## src/rtl/wb_queue_stage.sv

```systemverilog
// Write-back queue stage: buffers completed results in a DEPTH-entry FIFO,
// drains them to the register-file write port and forwards queued values.
//
// Ports:
//   clk, rst_n        clock, synchronous active-low reset
//   flush             discard queued and incoming results
//   in_valid/in_ready upstream handshake; in_wen, in_rd, in_data result
//   rf_valid/rf_ready register-file handshake; rf_waddr, rf_wdata head entry
//   fwd_addr          bypass lookup; fwd_hit, fwd_data newest match
//   count             queued entries; stall = in_valid && !in_ready
module wb_queue_stage #(
   parameter int N_BITS    = 32,
   parameter int RF_ADDR_W = 5,
   parameter int DEPTH     = 2
) (
   input  logic                       clk,
   input  logic                       rst_n,
   input  logic                       flush,
   input  logic                       in_valid,
   output logic                       in_ready,
   input  logic                       in_wen,
   input  logic [RF_ADDR_W-1:0]       in_rd,
   input  logic [N_BITS-1:0]          in_data,
   output logic                       rf_valid,
   input  logic                       rf_ready,
   output logic [RF_ADDR_W-1:0]       rf_waddr,
   output logic [N_BITS-1:0]          rf_wdata,
   input  logic [RF_ADDR_W-1:0]       fwd_addr,
   output logic                       fwd_hit,
   output logic [N_BITS-1:0]          fwd_data,
   output logic [$clog2(DEPTH+1)-1:0] count,
   output logic                       stall
);

   localparam int PW = (DEPTH > 1) ? $clog2(DEPTH) : 1;
   localparam int CW = $clog2(DEPTH + 1);

   logic [N_BITS-1:0]    data_q [DEPTH];
   logic [RF_ADDR_W-1:0] rd_q   [DEPTH];

   logic [PW-1:0] wptr_q, wptr_d;
   logic [PW-1:0] rptr_q, rptr_d;
   logic [CW-1:0] count_q, count_d;

   logic push, enq, pop;
   int   slot;

   // Pointer wrap works for non power-of-two depths.
   function automatic logic [PW-1:0] ptr_inc(input logic [PW-1:0] p);
      if (p == PW'(DEPTH - 1)) begin
         return '0;
      end
      return p + PW'(1);
   endfunction

   // Ready depends on registered occupancy only.
   assign in_ready = (count_q < CW'(DEPTH));
   assign rf_valid = (count_q != '0);
   assign stall    = in_valid && !in_ready;
   assign count    = count_q;

   assign rf_waddr = rf_valid ? rd_q[rptr_q]   : '0;
   assign rf_wdata = rf_valid ? data_q[rptr_q] : '0;

   // Accepted results with no destination are consumed without an entry.
   assign push = in_valid && in_ready && !flush;
   assign enq  = push && in_wen && (in_rd != '0);
   assign pop  = rf_valid && rf_ready && !flush;

   always_comb begin
      wptr_d  = wptr_q;
      rptr_d  = rptr_q;
      count_d = count_q;
      if (flush) begin
         wptr_d  = '0;
         rptr_d  = '0;
         count_d = '0;
      end else begin
         if (enq) begin
            wptr_d = ptr_inc(wptr_q);
         end
         if (pop) begin
            rptr_d = ptr_inc(rptr_q);
         end
         unique case ({enq, pop})
            2'b10:   count_d = count_q + CW'(1);
            2'b01:   count_d = count_q - CW'(1);
            default: count_d = count_q;
         endcase
      end
   end

   always_ff @(posedge clk) begin
      if (!rst_n) begin
         wptr_q  <= '0;
         rptr_q  <= '0;
         count_q <= '0;
      end else begin
         wptr_q  <= wptr_d;
         rptr_q  <= rptr_d;
         count_q <= count_d;
      end
   end

   // Storage needs no reset: outputs are gated by occupancy.
   always_ff @(posedge clk) begin
      if (rst_n && enq) begin
         data_q[wptr_q] <= in_data;
         rd_q[wptr_q]   <= in_rd;
      end
   end

   // Walk oldest to newest so the last match is the newest.
   always_comb begin
      fwd_hit  = 1'b0;
      fwd_data = '0;
      slot     = 0;
      for (int k = 0; k < DEPTH; k++) begin
         slot = int'(rptr_q) + k;
         if (slot >= DEPTH) begin
            slot = slot - DEPTH;
         end
         if ((k < int'(count_q)) && (fwd_addr != '0) &&
             (rd_q[slot[PW-1:0]] == fwd_addr)) begin
            fwd_hit  = 1'b1;
            fwd_data = data_q[slot[PW-1:0]];
         end
      end
   end

endmodule

```

## config.mk

```make
export PLATFORM = sky130hd
export DESIGN_NAME = wb_queue_stage
export DESIGN_NICKNAME = d
export VERILOG_FILES = /design/src/rtl/wb_queue_stage.sv
export SDC_FILE = /design/constraint.sdc
export NUM_CORES = 1
export LEC_CHECK = 0
export ABC_AREA = 0
export CAP_MARGIN = 20
export CELL_PAD_IN_SITES_DETAIL_PLACEMENT = 0
export CELL_PAD_IN_SITES_GLOBAL_PLACEMENT = 1
export CORE_ASPECT_RATIO = 0.5
export CORE_MARGIN = 5
export CORE_UTILIZATION = 41
export CTS_CLUSTER_DIAMETER = 80
export DETAILED_ROUTE_END_ITERATION = 6
export HOLD_SLACK_MARGIN = 0.12
export PLACE_DENSITY_LB_ADDON = 0.1
export SLEW_MARGIN = 25
export SYNTH_ARGS = -nofsm -noshare
export SYNTH_HDL_FRONTEND = slang
export SYNTH_SLANG_ARGS = --single-unit
```

## constraint.sdc

```tcl
create_clock -name clk -period 5.77 [get_ports clk]
set_clock_uncertainty 0.05 [all_clocks]
set_input_delay 0.577 -clock clk [delete_from_list [all_inputs] [get_ports clk]]
set_output_delay 0.577 -clock clk [all_outputs]
set_load 0.01 [all_outputs]
```

Word-level counts from Yosys, hierarchy flattened. Memories as Yosys holds them, arrays and structs flattened. A register that Yosys moved wholly into a read port is not among the register bits. Index checks and enable logic that the tools add are counted.

Input bits: 48. Bits in latches: 0. Register bits after elaboration: 4. ROM bits: 0. Memory bits (writable): 74. Logic and storage cells: 66. Memories: 2.

Memories: data_q (depth 2, bits a word 32, rd ports 3, clocked after Yosys merged registers in 1, wr ports 1, line 38) `logic [N_BITS-1:0] data_q [DEPTH];`; rd_q (depth 2, bits a word 5, rd ports 3, clocked after Yosys merged registers in 1, wr ports 1, line 39) `logic [RF_ADDR_W-1:0] rd_q [DEPTH];`.

Reductions and logical operators: 19. Muxes and demuxes: 25. Eq/ne operators: 4. Shift-type cells: 0. Add/sub/neg operators: 7. Order comparisons: 5. Bitwise logic cells: 1. $mul: 0. Div/mod/pow operators: 0.

Operator list (count): 32-bit 2-to-1 mux (3); 1-bit 2-to-1 mux (20); 1-bit logical AND (12); 5-bit equality test (2); 5-bit nonzero test (2); 5-bit 2-to-1 mux (1); 1-bit by 2-bit < comparator with 1-bit output, first input constant (2); 2-bit case mux with 2 select lines (1); 2-bit nonzero test (2); 1-bit adder, second input constant (2); 1-bit by 1-bit adder with 2-bit output, second input constant (1); 2-bit by 1-bit adder with 2-bit output, second input constant (1); 2-bit by 1-bit equality test with 1-bit output, second input constant (1); 2-bit equality test, second input constant (1); 1-bit by 2-bit greater-or-equal comparator with 1-bit output, second input constant (1); 2-bit greater-or-equal comparator, second input constant (1); 1-bit logical NOT (2); 2-bit < comparator, second input constant (1); 2-bit OR reduction (1); 1-bit subtractor, second input constant (2); 2-bit by 1-bit subtractor with 2-bit output, second input constant (1); 1-bit NOT (1).

Logic depth before layout (Yosys ltp). Gate-level depths: netlist (run 1).

Depth in word-level cells: 8. Depth in mapped cells: 8. Gate-level depth less buffers: 8.

Worst setup path after synthesis (run 1). No wires, ideal clock.

Path kind: input-to-reg. Start: input in_wen. End: memory data_q[0][0], enable pin. Cell stages on the path: 5. Arrival time: 2.560 ns. Buffers on the path: 0. Path slack: 2.728 ns. Data required time: 5.288 ns. Library setup time: 0.432 ns. Cell sequence: nand2_1 > nor3_1 > o21a_1 > nand2_1 > nor2_1.

Word-level cells in the longest chain between the ends: 5.

RTL lines: from (decl) (line 21) `input logic in_wen,`; 1-bit logical AND (2 in series) (line 67) `assign enq = push && in_wen && (in_rd != '0);`; 1-bit logical AND (line 107) `if (rst_n && enq) begin`; 1-bit 2-to-1 mux (line 107); 1-bit 2-to-1 mux (implied by the code) (line 108) `data_q[wptr_q] <= in_data;`; to (decl) (line 38).

Every way passes these cells.

Final worst setup path (run 1).
Start: register rptr_q. End: output fwd_data[27].

Word-level cells in the longest chain between the ends: 7.

RTL lines: from (decl) (line 42) `logic [PW-1:0] rptr_q, rptr_d;`; from (signal assigned) (line 100) `rptr_q <= rptr_d;`; 1-bit by 1-bit adder with 2-bit output (tied with other cells) (line 119) `slot = int'(rptr_q) + k;`; 2-bit greater-or-equal comparator (tied with other cells) (line 120) `if (slot >= DEPTH) begin`; 1-bit 2-to-1 mux or memory read 2 x 5 bit (tied branches); memory read 2 x 5 bit or 5-bit equality test (tied branches); 5-bit equality test or 1-bit logical AND (tied branches) (line 124, 123); 1-bit logical AND or 32-bit 2-to-1 mux (tied branches) (line 123) `if ((k < int'(count_q)) && (fwd_addr != '0) &&`; 32-bit 2-to-1 mux (*) (line 123); to (decl) (line 30) `output logic [N_BITS-1:0] fwd_data,`.

Mark *: on every way between the ends. The rest lies on a longest branch, timed or not.

==> qor.txt, run 1 <==
RePlAce Congestion - 0.744
Clock buffer count from CTS - 9
Hold path endpoint - count[0]$_SDFFE_PP0P_
Peak Freq - 0.228 GHz
Die H - 82.0 um
Mapped Nets - 372
First-pass GRT wire length - 16,200 um
Rows - 26
Logic gate share of total power - 0.084
Setup bufs post-CTS - 0
Longest Clk Path Bufs - 2
Slowest stage delay, CP - 710 ps
VDD IR max - 159 uV
Cell area after synthesis - 4250 um2
Dpl hpwl - 7160 um
Hold path depth - 2
Rel. slew slack - 0.391
Clock power share - 0.421
Sw Share - 0.204
Sink Count - 79
# IOs - 123
Fin. Hold Viols - 0
Commonest non-fill, non-tap cell in the layout - clkdlybuf4s50_1
Worst r2r dst - count[0]$_SDFFE_PP0P_
Post-synth EDFFs - 74
Worst r2r path cells - 6
DRT Wirelength - 10,400 um
Total negative setup slack - 0 ps
Layer with the highest usage - met2
Critical path arrival - 3750 ps
Initial antenna violation count - 0
Yosys warns - 0
Status - completed
Worst Min Path Start - count[0]$_SDFFE_PP0P_
Crit path max fanout - 33
GRT Overall Usage - 0.166
Synth area leaders - edfxtp_1 52%, mux2i_1 24%, nand3b_1 5.3%
Setup slack on the worst flop-to-flop path - 3480 ps
Worst-skew pair later-pin latency - 330 ps
Vias - 2,993
Layout cells sized above 1 - 0.0721
Worst r2r src - count[1]$_SDFFE_PP0P_
Leak - 1.75 nW
Worst hold-check path type - reg2reg
Max-Cap Viols - 0
Pwr Density - 219 nW/um2
Critical-path top delay cell - dfxtp_2
Starting Density - 0.418
CP Capture Type - output port
Mean Syn Cell Area - 13.3 um2
Flop pwr share - 0.495
First-pass DRT Iterations - 4
Asr flop ratio synth - 0
CTS resizes - 0
Post-DRT Antenna Nets - 0
Post-layout min period - 4380 ps
Largest net degree at the start of global routing - 38
WS Path Type - reg2out
Pins Over Slew Limit - 0
Clk root buf - clkbuf_16
Internal power - 1.02 mW
Initial drt markers - 110
WL/cell - 17.8 um
M1 GR Usage - 0.190
DIE AREA - 12,600 um2
Vias in the first global route - 3,250
Hold Buf Count CTS - 0
Htree depth - 3
CP required - 5140 ps
Final #Nets - 490
CTS tree - yes
Crit path from - rptr_q$_SDFFE_PP0P_
Seq cells post-synth - 79
Grt met2 use - 0.307
Critical Path Source Type - flop
Net switching power - 0.263 mW
Area growth syn-to-layout - 38.2%
CTS clock-pin slew for the worst setup and hold paths - 60 ps
Core Area - 10,200 um2
Largest area contributor in the netlist - edfxtp_1
Final worst-path cycle share - 0.759
Grt total ovfl - 0
GR Util met3 - 0.0500
Least-Margin Pin Slew - 914 ps
Antenna cells - 0
Prevailing post-synth register cell - edfxtp_1
Area fraction of the dominant cell type after synthesis - 0.522
Distinct cells, synth - 34
Die Wd - 154 um
Mapped Cells - 321
Finished Layout Cells - 584
Seq/Total Area, Yosys - 0.546
DRC - 0
Port Buffers - 122
Most frequent cells in the layout - 122 x clkdlybuf4s50_1, 102 x mux2i_1, 74 x edfxtp_1, 39 x nor2_1, 30 x nand3b_1
RSZ-0062 raised after global routing - no
Endpoints failing setup - 0
CP cell instances - buf_4 > mux2i_1 > xor2_1 > nand3_1 > nor4_4 > buf_4 > mux2i_1 > clkdlybuf4s50_1
Fillers - 862
Dpl cells - 568
Via/cell ratio - 5.13
-- area by class of cell --
class	instances	area, um2	share of cell area
clock buffers	10	229	0.0390
repair buffers	128	1280	0.218
well taps	140	175	0.0298
flip-flops and latches	79	2320	0.395
inverters	4	15.0	0.00255
multi-input cells	217	1790	0.305
clock inverters	6	61.3	0.0104
-- flip-flops by register name, indices dropped and copies added (netlist names), named ones only --
signal / flops
rd_q: 10
rptr_q: 1
count: 2
wptr_q: 1
data_q: 64
-- power groups by stage --
| stage | Combinational, mW | Clock [mW] | Sequential [mW] |
|---|---|---|---|
| after floorplan | 0.0417 | 0 | 0.648 |
| after global placement | 0.106 | 0 | 0.649 |
| after detailed placement | 0.109 | 0 | 0.649 |
| after CTS | 0.110 | 0.558 | 0.637 |
| after global routing | 0.116 | 0.586 | 0.638 |
| final | 0.108 | 0.542 | 0.637 |
-- critical path: cells and delay by family, from the launching register on --
| kind | cells | cell delay, ps |
|---|---|---|
| xor+xnor | 1 | 180 |
| buf+inv | 3 | 1590 |
| flops | 1 | 710 |
| mux | 2 | 600 |
| simple gates | 2 | 310 |
-- cells by family (layout without fill, tap and decap cells) --
kind of cell    count (synthesis)  after routing  synth area share
xor+xnor                       12             12            0.0247
flops                          79             79             0.546
compound gates                  5              5            0.0129
fa+ha+maj                       3              3           0.00882
simple gates                   91             91             0.121
buf+inv                        25            148            0.0356
mux                           106            106             0.251
-- metrics by stage --
stage	power (mW)	cell area, um2	hold WS, ps	utilization	worst slack (ps)
3_3_place_gp	0.755	5570	503	0.547	1900
6_report	1.29	5880	544	0.577	1390
3_5_place_dp	0.759	5590	522	0.549	1800
2_1_floorplan	0.690	4250	448	-	2730
5_1_grt	1.34	5880	569	0.577	1190
4_1_cts	1.31	5880	544	0.577	1370
-- metal layers --
| metal | part of all wire | up-vias | wire [um] |
|---|---|---|---|
| met5 | 0 | - | 0 |
| met3 | 0.057 | 7 | 591 |
| met1 | 0.43 | 1476 | 4430 |
| met4 | 0.0074 | 0 | 77 |
| met2 | 0.51 | 87 | 5280 |
| li1 | - | 1423 | - |
-- worst max path at each step --
stage	slack, ps	endpoint	cells past startpoint
2_1_floorplan	2730	data_q[0][0]$_DFFE_PP_	5
3_3_place_gp	1900	fwd_data[23]	8
3_5_place_dp	1800	fwd_data[21]	8
4_1_cts	1370	fwd_data[23]	8
5_1_grt	1190	fwd_data[21]	8
6_report	1390	fwd_data[27]	8
-- Yosys cell counts (all sizes together), types with 2 or more instances --
| cell type | number |
|---|---|
| nor4 | 2 |
| nand3 | 3 |
| nor3 | 2 |
| edfxtp | 74 |
| nor2 | 41 |
| nand2b | 2 |
| inv | 4 |
| buf | 10 |
| ha | 3 |
| clkbuf | 9 |
| mux2i | 102 |
| dlygate4sd1 | 2 |
| mux2 | 4 |
| nand2 | 3 |
| dfxtp | 5 |
| nand3b | 30 |
| and2 | 4 |
| xnor2 | 7 |
| xor2 | 5 |
Power figures use the tool's default switching activity.
==> inputs of run 2 (changes only) <==
CORE_UTILIZATION = 34   (was 41)
clock period = 3.75 ns   (was 5.77 ns; I/O delays follow)
==> run 2 against run 1 <==
Global-route usage fell by 2.2 points. Sequential power up 54%. First-iteration DRC count rose by 55%. Critical path type unchanged. Worst setup slack got worse by 1200 ps. Non-clock buffer count rose by 2. Combinational power increased by 56%. Final cell count rose by 4.5%. Via count decreased by 0.67%. Count of clock-buffer cells in the layout is 1 lower. Total power grew 55%. Critical endpoint is now fwd_data[14]. Die area rose by 19%.
==> qor.txt, run 2 (same netlist as run 1, synthesis figures left out) <==
Vias - 2,973 (-0.67%)
RSZ-0062 raised after global routing - no
Setup bufs post-CTS - 0 (unchanged)
Max-Cap Viols - 0 (unchanged)
Clk root buf - clkbuf_16
Commonest non-fill, non-tap cell in the layout - clkdlybuf4s50_1
Htree depth - 3 (unchanged)
CTS clock-pin slew for the worst setup and hold paths - 60 ps (about the same)
Final #Nets - 492 (+0.41%)
Via/cell ratio - 4.87 (-4.9%)
Most frequent cells in the layout - 122 x clkdlybuf4s50_1, 102 x mux2i_1, 74 x edfxtp_1, 39 x nor2_1, 30 x nand3b_1
Rows - 28 (+7.7%)
# IOs - 123 (unchanged)
Peak Freq - 0.284 GHz
Port Buffers - 122 (unchanged)
CTS resizes - 0 (unchanged)
Total negative setup slack - 0 ps (unchanged)
Crit path max fanout - 33 (unchanged)
Critical path arrival - 3100 ps (-650 ps)
Fin. Hold Viols - 0 (unchanged)
Post-layout min period - 3520 ps
Largest Register - data_q
DRC - 0 (unchanged)
Pins Over Slew Limit - 0 (unchanged)
Initial drt markers - 170 (+55%)
Worst-skew pair later-pin latency - 330 ps (about the same)
Finished Layout Cells - 610 (+4.5%)
Critical Path Source Type - flop
Least-Margin Pin Slew - 959 ps (+45.7 ps)
Area growth syn-to-layout - 39.2%
Dpl cells - 595 (+4.8%)
Worst hold-check path type - reg2reg
Sink Count - 79 (unchanged)
WL/cell - 17.7 um (-0.54%)
Starting Density - 0.354 (-0.0638)
Die H - 89.1 um (+8.6%)
Dpl hpwl - 7310 um (+2.1%)
Endpoints failing setup - 0 (unchanged)
CP required - 3320 ps (-1820 ps)
Antenna cells - 0 (unchanged)
Leak - 1.77 nW (+1.1%)
Layout cells sized above 1 - 0.0787 (+0.00658)
Pwr Density - 337 nW/um2 (+54%)
Final worst-path cycle share - 0.939
DRT Wirelength - 10,800 um (+3.9%)
Largest net degree at the start of global routing - 38 (unchanged)
Clock buffer count from CTS - 9 (unchanged)
Hold Buf Count CTS - 0 (unchanged)
Die Wd - 168 um (+9.2%)
CP Capture Type - output port
Max FFs per register - 64 (unchanged)
GRT Overall Usage - 0.144 (-0.0219)
VDD IR max - 189 uV (+19%)
First-pass DRT Iterations - 5 (+1)
DIE AREA - 15,000 um2 (+19%)
Status - completed
Initial antenna violation count - 0 (unchanged)
CTS tree - yes
WS Path Type - reg2out
Grt total ovfl - 0 (unchanged)
Worst hold slack - 534 ps (-9.73 ps)
Core Area - 12,000 um2 (+18%)
Rel. slew slack - 0.361 (-0.0304)
RePlAce Congestion - 0.795 (+6.7%)
Vias in the first global route - 3,239 (-0.34%)
First-pass GRT wire length - 16,700 um (+3.1%)
Post-DRT Antenna Nets - 0 (unchanged)
Longest Clk Path Bufs - 2 (unchanged)
## run 2: changes by cell type in the layout (fill, tap and decap cells not counted), sizes merged
cell      delta
clkinvlp     -2
buf          +2
inv          +1
clkbuf       -1
clkinv       +1
## run 2: metrics by stage
step                      utilization  power [mW]  cell area (um2)  setup WS (ps)
final                           0.493        2.00             5920            228
after global routing            0.493        2.06             5920           55.3
after CTS                       0.493        2.02             5920            185
after detailed placement        0.469        1.17             5630            338
after global placement          0.469        1.16             5630            394
after floorplan                     -        1.06             4250            910
## run 2: final timing paths
| kind | startpoint | cells past startpoint | end | slack, ps |
|---|---|---|---|---|
| worst max register to register | count[1]$_SDFFE_PP0P_ | 8 | count[1]$_SDFFE_PP0P_ | 1560 |
| worst min-delay path | count[0]$_SDFFE_PP0P_ | 2 | count[0]$_SDFFE_PP0P_ | 530 |
| worst max-delay path | flop | 7 | fwd_data[14] | 230 |
| worst min register to register | count[0]$_SDFFE_PP0P_ | 2 | count[0]$_SDFFE_PP0P_ | 530 |
## run 2: metal layers
layer	global-route usage	vias up	part of all wire
met5	0	-	0
met4	0.0258	0	0.0042
met3	0.0464	7	0.062
met2	0.264	80	0.50
met1	0.171	1459	0.43
li1	-	1427	-
## run 2: layout make-up
type	instances	area, um2
inverters	4	15.0
well taps	165	206
repair buffers	130	1290
multi-input cells	217	1790
clock buffers	9	225
flip-flops and latches	79	2320
fillers	1054	6100
clock inverters	6	61.3
## run 2: power by group
part	internal [mW]	switching [mW]	total, mW
combinational	0.0912	0.0774	0.169
clock	0.510	0.337	0.847
sequential	0.974	0.00547	0.980
total	1.58	0.420	2.00
## run 2: worst max-delay path: stages, from the launching register on
cell	delay, ps
dfxtp_2	440
mux2_4	330
or3_4	380
a2111oi_4	280
buf_4	430
nand3b_1	110
mux2i_1	210
clkdlybuf4s50_1	580
